<file path="config.mk">
export PLATFORM = sky130hd
export DESIGN_NAME = frame_ram_writer_flat
export DESIGN_NICKNAME = d
export VERILOG_FILES = /design/src/rtl/frame_ram_writer_if.sv /design/src/rtl/frame_ram_writer.sv /design/src/flat_wrapper.sv
export SDC_FILE = /design/constraint.sdc
export NUM_CORES = 1
export LEC_CHECK = 0
export BUFFER_PORTS_ARGS = -buffer_cell sky130_fd_sc_hd__buf_2
export CORE_ASPECT_RATIO = 1.2
export CORE_MARGIN = 1.5
export CORE_UTILIZATION = 50
export DETAILED_ROUTE_END_ITERATION = 12
export PLACE_DENSITY_LB_ADDON = 0.15
export SLEW_MARGIN = 20
export SYNTH_ARGS = -nofsm -noshare
export SYNTH_HDL_FRONTEND = slang
export SYNTH_SLANG_ARGS = --single-unit
</file>
<file path="constraint.sdc">
create_clock -name clk_s -period 2.82 [get_ports clk_s]
set_input_delay 0.282 -clock clk_s [delete_from_list [all_inputs] [get_ports clk_s]]
set_output_delay 0.282 -clock clk_s [all_outputs]
set_load 0.01 [all_outputs]
</file>
<file path="src/rtl/frame_ram_writer_if.sv">
// Bundle hand-over and RAM write port of the frame RAM writer.
// master = producer/RAM side, slave = the writer itself.
interface frame_ram_writer_if #(
    parameter int DATA_W = 16,
    parameter int ADDR_W = 19
);
    // A bundle transfers on a rising edge where in_valid_s & in_ready_s.
    // in_valid_s is ignored while in_ready_s is low, and d1..d10 only need
    // to be stable at the transfer edge. in_ready_s does not depend on in_valid_s.
    logic              in_valid_s;
    logic              in_ready_s;
    logic [DATA_W-1:0] d1;
    logic [DATA_W-1:0] d2;
    logic [DATA_W-1:0] d3;
    logic [DATA_W-1:0] d4;
    logic [DATA_W-1:0] d5;
    logic [DATA_W-1:0] d6;
    logic [DATA_W-1:0] d7;
    logic [DATA_W-1:0] d8;
    logic [DATA_W-1:0] d9;
    logic [DATA_W-1:0] d10;
    logic              we_s;
    logic [ADDR_W-1:0] wr_addr_s;
    logic [DATA_W-1:0] wr_data_s;

    modport master (
        output in_valid_s, d1, d2, d3, d4, d5, d6, d7, d8, d9, d10,
        input  in_ready_s, we_s, wr_addr_s, wr_data_s
    );

    modport slave (
        input  in_valid_s, d1, d2, d3, d4, d5, d6, d7, d8, d9, d10,
        output in_ready_s, we_s, wr_addr_s, wr_data_s
    );
endinterface

</file>
<file path="src/rtl/frame_ram_writer.sv">
// Serializes 10-word pixel bundles into consecutive frame RAM writes with a
// wrapping address. Optional running checksum: FRAME_WRITER_CHECKSUM_EN.
module frame_ram_writer #(
    parameter int DATA_W    = 16,
    parameter int ADDR_W    = 19,
    parameter int WORDS     = 10,
    parameter int MEM_DEPTH = 307200
) (
    input  logic                  clk_s,
    input  logic                  rst_s,
    input  logic                  start_s,
    input  logic                  stop_s,
    input  logic [ADDR_W-1:0]     base_addr_s,
    frame_ram_writer_if.slave     bus,
    output logic                  busy_s,
    output logic                  done_s,
    output logic                  wrap_s,
    output logic [DATA_W-1:0]     checksum_s,
    output logic [1:0]            state_dbg_s
);

    typedef enum logic [1:0] {
        ST_IDLE   = 2'd0,
        ST_ACCEPT = 2'd1,
        ST_WRITE  = 2'd2
    } state_t;

    localparam int              IDX_W      = $clog2(WORDS + 1);
    localparam logic [ADDR_W-1:0] LAST_ADDR  = ADDR_W'(MEM_DEPTH - 1);
    localparam logic [ADDR_W-1:0] DEPTH_ADDR = ADDR_W'(MEM_DEPTH);
    localparam logic [IDX_W-1:0]  BEATS      = IDX_W'(WORDS);

    state_t            state_q, state_d;
    logic [ADDR_W-1:0] ptr_q, ptr_d;
    logic [IDX_W-1:0]  idx_q, idx_d;
    logic              stop_lat_q, stop_lat_d;
    // d1 goes straight to the bus on the hand-over edge, so only d2..d10 are held
    logic [DATA_W-1:0] bundle_q [WORDS-1];
    logic [DATA_W-1:0] bundle_d [WORDS-1];
    logic              in_ready_q, in_ready_d;
    logic              we_q, we_d;
    logic [ADDR_W-1:0] wr_addr_q, wr_addr_d;
    logic [DATA_W-1:0] wr_data_q, wr_data_d;
    logic              busy_q, busy_d;
    logic              done_q, done_d;
    logic              wrap_q, wrap_d;

    logic              hs;
    logic              bundle_end;
    logic [ADDR_W-1:0] ptr_inc;

    assign hs         = (state_q == ST_ACCEPT) && bus.in_valid_s;
    // idx counts beats already issued; reaching WORDS means the bundle is out
    assign bundle_end = (state_q == ST_WRITE) && (idx_q == BEATS);
    assign ptr_inc    = (ptr_q == LAST_ADDR) ? '0 : ptr_q + ADDR_W'(1);

    always_ff @(posedge clk_s) begin
        if (rst_s) begin
            state_q    <= ST_IDLE;
            ptr_q      <= '0;
            idx_q      <= '0;
            stop_lat_q <= 1'b0;
            for (int i = 0; i < WORDS - 1; i++) begin
                bundle_q[i] <= '0;
            end
            in_ready_q <= 1'b0;
            we_q       <= 1'b0;
            wr_addr_q  <= '0;
            wr_data_q  <= '0;
            busy_q     <= 1'b0;
            done_q     <= 1'b0;
            wrap_q     <= 1'b0;
        end else begin
            state_q    <= state_d;
            ptr_q      <= ptr_d;
            idx_q      <= idx_d;
            stop_lat_q <= stop_lat_d;
            bundle_q   <= bundle_d;
            in_ready_q <= in_ready_d;
            we_q       <= we_d;
            wr_addr_q  <= wr_addr_d;
            wr_data_q  <= wr_data_d;
            busy_q     <= busy_d;
            done_q     <= done_d;
            wrap_q     <= wrap_d;
        end
    end

    always_comb begin
        state_d = state_q;
        case (state_q)
            ST_IDLE: begin
                if (start_s) state_d = ST_ACCEPT;
            end
            ST_ACCEPT: begin
                // a hand-over in the same cycle as stop still takes the bundle
                if (hs)          state_d = ST_WRITE;
                else if (stop_s) state_d = ST_IDLE;
            end
            ST_WRITE: begin
                if (bundle_end) state_d = (stop_lat_q || stop_s) ? ST_IDLE : ST_ACCEPT;
            end
            default: state_d = ST_IDLE;
        endcase
    end

    always_comb begin
        ptr_d      = ptr_q;
        idx_d      = idx_q;
        stop_lat_d = stop_lat_q;
        bundle_d   = bundle_q;
        we_d       = 1'b0;
        wr_addr_d  = wr_addr_q;
        wr_data_d  = wr_data_q;
        case (state_q)
            ST_IDLE: begin
                if (start_s) begin
                    ptr_d      = (base_addr_s >= DEPTH_ADDR) ? '0 : base_addr_s;
                    idx_d      = '0;
                    stop_lat_d = 1'b0;
                end
            end
            ST_ACCEPT: begin
                if (hs) begin
                    bundle_d[0] = bus.d2;
                    bundle_d[1] = bus.d3;
                    bundle_d[2] = bus.d4;
                    bundle_d[3] = bus.d5;
                    bundle_d[4] = bus.d6;
                    bundle_d[5] = bus.d7;
                    bundle_d[6] = bus.d8;
                    bundle_d[7] = bus.d9;
                    bundle_d[8] = bus.d10;
                    we_d        = 1'b1;
                    wr_addr_d   = ptr_q;
                    wr_data_d   = bus.d1;
                    ptr_d       = ptr_inc;
                    idx_d       = IDX_W'(1);
                    stop_lat_d  = stop_s;
                end else begin
                    stop_lat_d = 1'b0;
                end
            end
            ST_WRITE: begin
                if (!bundle_end) begin
                    we_d       = 1'b1;
                    wr_addr_d  = ptr_q;
                    wr_data_d  = bundle_q[0];
                    for (int i = 0; i < WORDS - 2; i++) begin
                        bundle_d[i] = bundle_q[i+1];
                    end
                    bundle_d[WORDS-2] = '0;
                    ptr_d      = ptr_inc;
                    idx_d      = idx_q + IDX_W'(1);
                    stop_lat_d = stop_lat_q || stop_s;
                end else begin
                    idx_d      = '0;
                    stop_lat_d = 1'b0;
                end
            end
            default: begin
                idx_d      = '0;
                stop_lat_d = 1'b0;
            end
        endcase
    end

    // Registered status follows the state being entered, so it lines up with state_q
    always_comb begin
        in_ready_d = (state_d == ST_ACCEPT);
        busy_d     = (state_d != ST_IDLE);
        done_d     = (state_q != ST_IDLE) && (state_d == ST_IDLE);
        wrap_d     = we_d && (wr_addr_d == LAST_ADDR);
    end

`ifdef FRAME_WRITER_CHECKSUM_EN
    logic [DATA_W-1:0] checksum_q, checksum_d;

    always_comb begin
        checksum_d = checksum_q;
        if ((state_q == ST_IDLE) && start_s) checksum_d = '0;
        else if (we_q)                       checksum_d = checksum_q + wr_data_q;
    end

    always_ff @(posedge clk_s) begin
        if (rst_s) checksum_q <= '0;
        else       checksum_q <= checksum_d;
    end

    assign checksum_s = checksum_q;
`else
    assign checksum_s = '0;
`endif

    assign bus.in_ready_s = in_ready_q;
    assign bus.we_s       = we_q;
    assign bus.wr_addr_s  = wr_addr_q;
    assign bus.wr_data_s  = wr_data_q;
    assign busy_s         = busy_q;
    assign done_s         = done_q;
    assign wrap_s         = wrap_q;
    assign state_dbg_s    = state_q;

endmodule

</file>
<file path="src/flat_wrapper.sv">
// flat-port wrapper written by rule: the top's interface ports become plain ports
module frame_ram_writer_flat 
#(
    parameter int DATA_W    = 16,
    parameter int ADDR_W    = 19,
    parameter int WORDS     = 10,
    parameter int MEM_DEPTH = 307200
)
  (clk_s, rst_s, start_s, stop_s, base_addr_s, busy_s, done_s, wrap_s, checksum_s, state_dbg_s, bus_in_valid_s, bus_d1, bus_d2, bus_d3, bus_d4, bus_d5, bus_d6, bus_d7, bus_d8, bus_d9, bus_d10, bus_in_ready_s, bus_we_s, bus_wr_addr_s, bus_wr_data_s);
  frame_ram_writer_if #(.DATA_W(DATA_W), .ADDR_W(ADDR_W)) bus_i ();
  input  logic clk_s;
  input  logic rst_s;
  input  logic start_s;
  input  logic stop_s;
  input  logic [ADDR_W-1:0] base_addr_s;
  output logic busy_s;
  output logic done_s;
  output logic wrap_s;
  output logic [DATA_W-1:0] checksum_s;
  output logic [1:0] state_dbg_s;
  input wire logic [$bits(bus_i.in_valid_s)-1:0] bus_in_valid_s;
  input wire logic [$bits(bus_i.d1)-1:0] bus_d1;
  input wire logic [$bits(bus_i.d2)-1:0] bus_d2;
  input wire logic [$bits(bus_i.d3)-1:0] bus_d3;
  input wire logic [$bits(bus_i.d4)-1:0] bus_d4;
  input wire logic [$bits(bus_i.d5)-1:0] bus_d5;
  input wire logic [$bits(bus_i.d6)-1:0] bus_d6;
  input wire logic [$bits(bus_i.d7)-1:0] bus_d7;
  input wire logic [$bits(bus_i.d8)-1:0] bus_d8;
  input wire logic [$bits(bus_i.d9)-1:0] bus_d9;
  input wire logic [$bits(bus_i.d10)-1:0] bus_d10;
  output wire logic [$bits(bus_i.in_ready_s)-1:0] bus_in_ready_s;
  output wire logic [$bits(bus_i.we_s)-1:0] bus_we_s;
  output wire logic [$bits(bus_i.wr_addr_s)-1:0] bus_wr_addr_s;
  output wire logic [$bits(bus_i.wr_data_s)-1:0] bus_wr_data_s;
  assign bus_i.in_valid_s = bus_in_valid_s;
  assign bus_i.d1 = bus_d1;
  assign bus_i.d2 = bus_d2;
  assign bus_i.d3 = bus_d3;
  assign bus_i.d4 = bus_d4;
  assign bus_i.d5 = bus_d5;
  assign bus_i.d6 = bus_d6;
  assign bus_i.d7 = bus_d7;
  assign bus_i.d8 = bus_d8;
  assign bus_i.d9 = bus_d9;
  assign bus_i.d10 = bus_d10;
  assign bus_in_ready_s = bus_i.in_ready_s;
  assign bus_we_s = bus_i.we_s;
  assign bus_wr_addr_s = bus_i.wr_addr_s;
  assign bus_wr_data_s = bus_i.wr_data_s;
  frame_ram_writer #(.DATA_W(DATA_W), .ADDR_W(ADDR_W), .WORDS(WORDS), .MEM_DEPTH(MEM_DEPTH)) u_core (.clk_s(clk_s), .rst_s(rst_s), .start_s(start_s), .stop_s(stop_s), .base_addr_s(base_addr_s), .bus(bus_i), .busy_s(busy_s), .done_s(done_s), .wrap_s(wrap_s), .checksum_s(checksum_s), .state_dbg_s(state_dbg_s));
endmodule
</file>
# Word level (Yosys, flattened, before mapping)
# Index checks and enable logic that the tools add are counted.
word_totals:
  register_bits: 210
  out_inout_bits: 58
classes:
  add_sub_neg: 2
  magnitude_cmp: 1
  n_eq_ne: 9
  mux: 32
  n_reduce_logical: 14
op_table:
  columns: ["operator", "n"]
  rows:
  - ["$mux 144", 2]
  - ["$pmux 144 s2", 1]
  - ["$mux 19", 7]
  - ["$pmux 19 s3", 1]
  - ["$eq 19x19->1 const B", 2]
  - ["$pmux 19 s2", 1]
  - ["$mux 16", 2]
  - ["$pmux 16 s2", 1]
  - ["$add 19x1->19 const B", 1]
  - ["$ge 19x19->1 const B", 1]
  - ["$mux 4", 3]
  - ["$pmux 4 s3", 1]
  - ["$mux 2", 4]
  - ["$mux 1", 6]
  - ["$pmux 2 s3", 1]
  - ["$reduce_bool 2->1", 3]
  - ["$add 4x1->4 const B", 1]
  - ["$eq 2x1->1 const B", 2]
  - ["$eq 4x4->1 const B", 1]
  - ["$logic_and 1x1->1", 4]
  - ["$logic_not 2->1", 2]
  - ["$ne 2x2->1 const B", 2]
  - ["$reduce_and 4->1", 1]
  - ["$pmux 1 s3", 1]
  - ["7 further kinds", 7]

# Logic depth before layout (Yosys ltp)
depth:
  ltp_word: 6
  mapped_depth: 11

# Worst setup path after synthesis
# No wires, ideal clock.
synth_timing:
  kind: "register -> register"
  startpoint: "reg u_core.state_q[0], in the netlist u_core.state_dbg_s[0]"
  endpoint: "reg u_core.bundle_q[111] (netlist name)"
  arrival_time_ps: 1928
  t_required_ps: 2683
  setup_slack_ps: 755
  path_stages_with_launch: 10
  synth_period_minus_slack_ps: 2065
  cell_sequence: "dfxtp_1 -> inv_1 -> ha_1 -> buf_2 -> nand4b_1 -> nand2_1 -> nor2_2 -> clkbuf_1 -> clkbuf_1 -> a211oi_1"
synth_between:
  elab_chain_cells: 4
synth_lines:
  columns: ["element", "line", "text"]
  rows:
  - ["start, declared", "frame_ram_writer.sv:33", "state_t state_q, state_d;"]
  - ["start signal, assigned", "frame_ram_writer.sv:74", "state_q <= state_d;"]
  - ["$eq 2x1->1 / $eq 2x2->1 (equally long branches)", "frame_ram_writer.sv:52, frame_ram_writer.sv:115, frame_ram_writer.sv:54", null]
  - ["$logic_and 1x1->1, on equally long branches", "frame_ram_writer.sv:52, frame_ram_writer.sv:54", null]
  - ["$ne 2x1->1 (no line) / $ne 2x2->1 (equally long branches)", null, null]
  - ["$reduce_and 3->1 (no line)", null, null]
  - ["end signal, assigned", "frame_ram_writer.sv:78", "bundle_q <= bundle_d;"]
  - ["end, declared", "frame_ram_writer.sv:38", "logic [DATA_W-1:0] bundle_q [WORDS-1];"]
# Several ways; a longest one is shown, not always the timed one.
# A chain may end at the register's enable or synchronous reset.

# Final worst setup path
layout_timing:
  startpoint: "reg u_core.state_q[0], in the netlist u_core.state_dbg_s[0]"
  endpoint: "reg u_core.bundle_q[112] (netlist name)"
# The elaborated chain is that of the path after synthesis.

==> impl_metrics.py <==
metrics = {
    "timing": {
        "rsz0062_at_grt": "no",
        "setup_viol": 0,
        "hold_violations": 0,
        "timing.fmax_mhz": 408.7,
        "fin_crit_sh_pct": 86.78,
        "hold_ws_ps": 21.91,
        "report.final.slew_viol_count": 0,
        "fin_setup_tns_ps": 0,
        "relSlewSlack_pct": 31.59,
        "worst_pin_slew_ps": 1026,
        "finClkSkew_ps": 11.32,
        "final.min_clock_period_ps": 2447,
    },
    "layout": {
        "drive_gt1_share_pct": 23.99,
        "final_common_cell": "buf_2",
        "nets": 1413,
        "most-common-layout-cells": "buf_2 (224), dfxtp_1 (210), nor2_1 (202)",
        "fillers": 1750,
        "fin_util_pct": 61.34,
        "area_growth_pct": 19.88,
    },
    "synthesis": {
        "synth_warnings": 0,
        "synthFlopType": "dfxtp_1",
        "yosysUniqueCellTypes": 62,
        "ys_ff_latch": 210,
        "synth-edff-count": 0,
        "synth_top_cell_area_share_pct": 43.57,
        "synthTopCellsByArea": "dfxtp_1 (44%), mux2i_1 (15%), a211oi_1 (11%)",
        "synth.yosys.seq_area_share_pct": 43.57,
        "synth_top_area_cell": "dfxtp_1",
        "syn_area_um2": 9648,
        "ys_async_sr_fraction_pct": 0,
        "synthCells": 1047,
        "synth.avg_cell_area_um2": 9.215,
    },
    "drt": {
        "vias": 8284,
        "wl_met3_um": 1544,
        "drt_iter0_drc": 536,
        "drc_errors": 0,
        "wl_met1_um": 10340,
        "top_layer_used": "met5",
        "ant_nets": 0,
        "dr.pass1.iters": 5,
        "avgRoutedWirePerCell_um": 16.56,
        "wirelength_um": 24800,
        "wl_met2_um": 12280,
        "via_per_inst": 5.530,
    },
    "grt": {
        "grt_pass1_vias": 7612,
        "grt_first_pass_wirelength_um": 38780,
        "grt.overflow.total": 0,
        "grt_usage_pct": 23.90,
        "antenna_found_initial": 5,
        "grt_max_degree": 171,
    },
    "clock_tree": {
        "cts_resized": 0,
        "cts-buffers-inserted": 22,
        "ctsHtreeMaxLevel": 1,
        "ctsHoldBuffers": 0,
        "root_buffer": "clkbuf_16",
        "cts_tree": "yes",
        "cts_buffer_depth": 3,
        "clkTransAtPathRegs_ps": 60,
        "postCtsSetupBuffers": 0,
        "insertion_delay_ps": 490,
        "cts_num_sinks": 210,
    },
    "power": {
        "ir_drop_mv": 0.4524,
        "power.total_mw": 8.006,
        "powerDensity_nw_per_um2": 692.2,
        "p_leak_nw": 4.339,
    },
    "critical_path": {
        "rr_worst_depth": 8,
        "worstReg2RegEnd": "u_core.bundle_q[112]",
        "r2r_slack_ps": 370,
        "arrival_ps": 2840,
        "r2r_start": "u_core.state_dbg_s[0]",
        "critPathMaxFanout": 95,
        "critical_path_class": "reg -> reg",
        "crit_required_ps": 3210,
        "critPathLaunchType": "register",
        "end_kind": "register",
    },
    "min_path": {
        "hold_depth": 3,
        "hp-start": "bus_d10[0]",
        "min_path_type": "in -> reg",
        "min_to": "u_core.bundle_q[0]",
    },
    "floorplan": {
        "dieArea_um2": 20140,
        "die_y_um": 155.2,
        "core.rowCount": 55,
        "dieWidth_um": 129.8,
        "initial_core_util_pct": 51.17,
        "core_area_um2": 18860,
        "io_pins": 242,
    },
    "placement": {
        "routabilityCongestion": 0.8695,
        "numPortBuffers": 225,
        "dp_hpwl_um": 16960,
    },
    "flow_run": {
        "cap_violations": 0,
    },
    "outcome": {
        "status": "complete, no violations",
    },
}
worst max-delay path, cell delays in order (launching register included):
cell,delay [ps]
dfxtp_1,410
inv_1,120
ha_4,260
nand4b_1,190
nand2_1,220
nor2_4,390
buf_12,350
nor2_1,80
a211oi_1,250
logic make-up (layout without fill, tap and decap cells):
group,Yosys count,after routing,synth area share [%]
AO/OA/AOI/OAI,272,272,20.84
adder cells (fa/ha/maj),7,7,0.9078
buffers and inverters,122,298,6.393
flip-flops,210,210,43.57
multiplexers,144,144,14.94
other,1,20,0.03887
AND/OR/NAND/NOR,291,291,13.31
cell type report:
type	instances	area [µm²]	share of cell area, %
diodes	4	10.01	0.08654
clock buffers	35	670.6	5.798
clock inverters	5	53.80	0.4652
inverters	16	60.06	0.5193
multi-input cells	730	4912	42.47
flip-flops and latches	210	4204	36.35
well taps	256	320.3	2.769
repair buffers	242	1335	11.54
cells in the mapped netlist (2+ instances only):
| master | count |
|---|---|
| a211oi_1 | 147 |
| a21o_1 | 3 |
| a21oi_1 | 25 |
| a221oi_2 | 3 |
| a22o_1 | 2 |
| a22oi_1 | 35 |
| a311oi_1 | 2 |
| a31oi_1 | 7 |
| a32o_1 | 4 |
| a32oi_1 | 8 |
| and2_1 | 2 |
| and3_1 | 3 |
| and4_1 | 2 |
| buf_1 | 8 |
| buf_2 | 32 |
| buf_4 | 17 |
| buf_6 | 2 |
| clkbuf_1 | 43 |
| clkbuf_8 | 4 |
| dfxtp_1 | 210 |
| ha_1 | 7 |
| inv_1 | 15 |
| mux2i_1 | 144 |
| nand2_1 | 25 |
| nand3_1 | 13 |
| nand3_4 | 2 |
| nand4_1 | 8 |
| nand4b_1 | 2 |
| nor2_1 | 202 |
| nor2b_1 | 2 |
| nor3_1 | 9 |
| nor4_1 | 3 |
| o21ai_0 | 18 |
| o31ai_1 | 5 |
| or3_1 | 4 |
| or4_1 | 3 |
state kept, by name, summed over array words and instances, names as in the netlist, 2 cells and up:
| name | count |
|---|---|
| u_core.bundle_q | 144 |
| u_core.bus.wr_addr_s | 19 |
| u_core.bus.wr_data_s | 16 |
| u_core.idx_q | 4 |
| u_core.ptr_q | 19 |
| u_core.state_dbg_s | 2 |
where the power goes:
| group | switching [mW] | internal [mW] |
|---|---|---|
| Sequential | 0.245 | 3.34 |
| Clock | 1.16 | 1.72 |
| Combinational | 0.888 | 0.649 |
| Total | 2.29 | 5.72 |
worst max path at each step:
| stage | startpoint | end | depth (start not counted) |
|---|---|---|---|
| 3_3_place_gp | u_core.state_dbg_s[0] | u_core.wrap_s | 8 |
| 6_report | u_core.state_dbg_s[0] | u_core.bundle_q[112] | 8 |
| 3_5_place_dp | u_core.state_dbg_s[0] | u_core.wrap_s | 8 |
| 2_1_floorplan | u_core.state_dbg_s[0] | u_core.bundle_q[111] | 9 |
| 4_1_cts | u_core.state_dbg_s[0] | u_core.wrap_s | 8 |
| 5_1_grt | u_core.state_dbg_s[0] | u_core.wrap_s | 8 |
routing by layer:
| layer | up-vias | global-route usage, % |
|---|---|---|
| li1 | 4193 | - |
| met1 | 3770 | 30.41 |
| met2 | 274 | 40.64 |
| met3 | 45 | 4.023 |
| met4 | 2 | 8.413 |
| met5 | - | 0 |
through the flow:
| stage | instances | area, µm² | worst slack, ps |
|---|---|---|---|
| 3_5_place_dp | 1454 | 10830 | 409.7 |
| 4_1_cts | 1494 | 11560 | 405.5 |
| 3_3_place_gp | 1454 | 10830 | 470.1 |
| 5_1_grt | 1498 | 11570 | 193.3 |
| 6_report | 1498 | 11570 | 372.9 |
| 2_1_floorplan | 1062 | 9704 | 754.6 |
(Power assumes the default switching activity.)
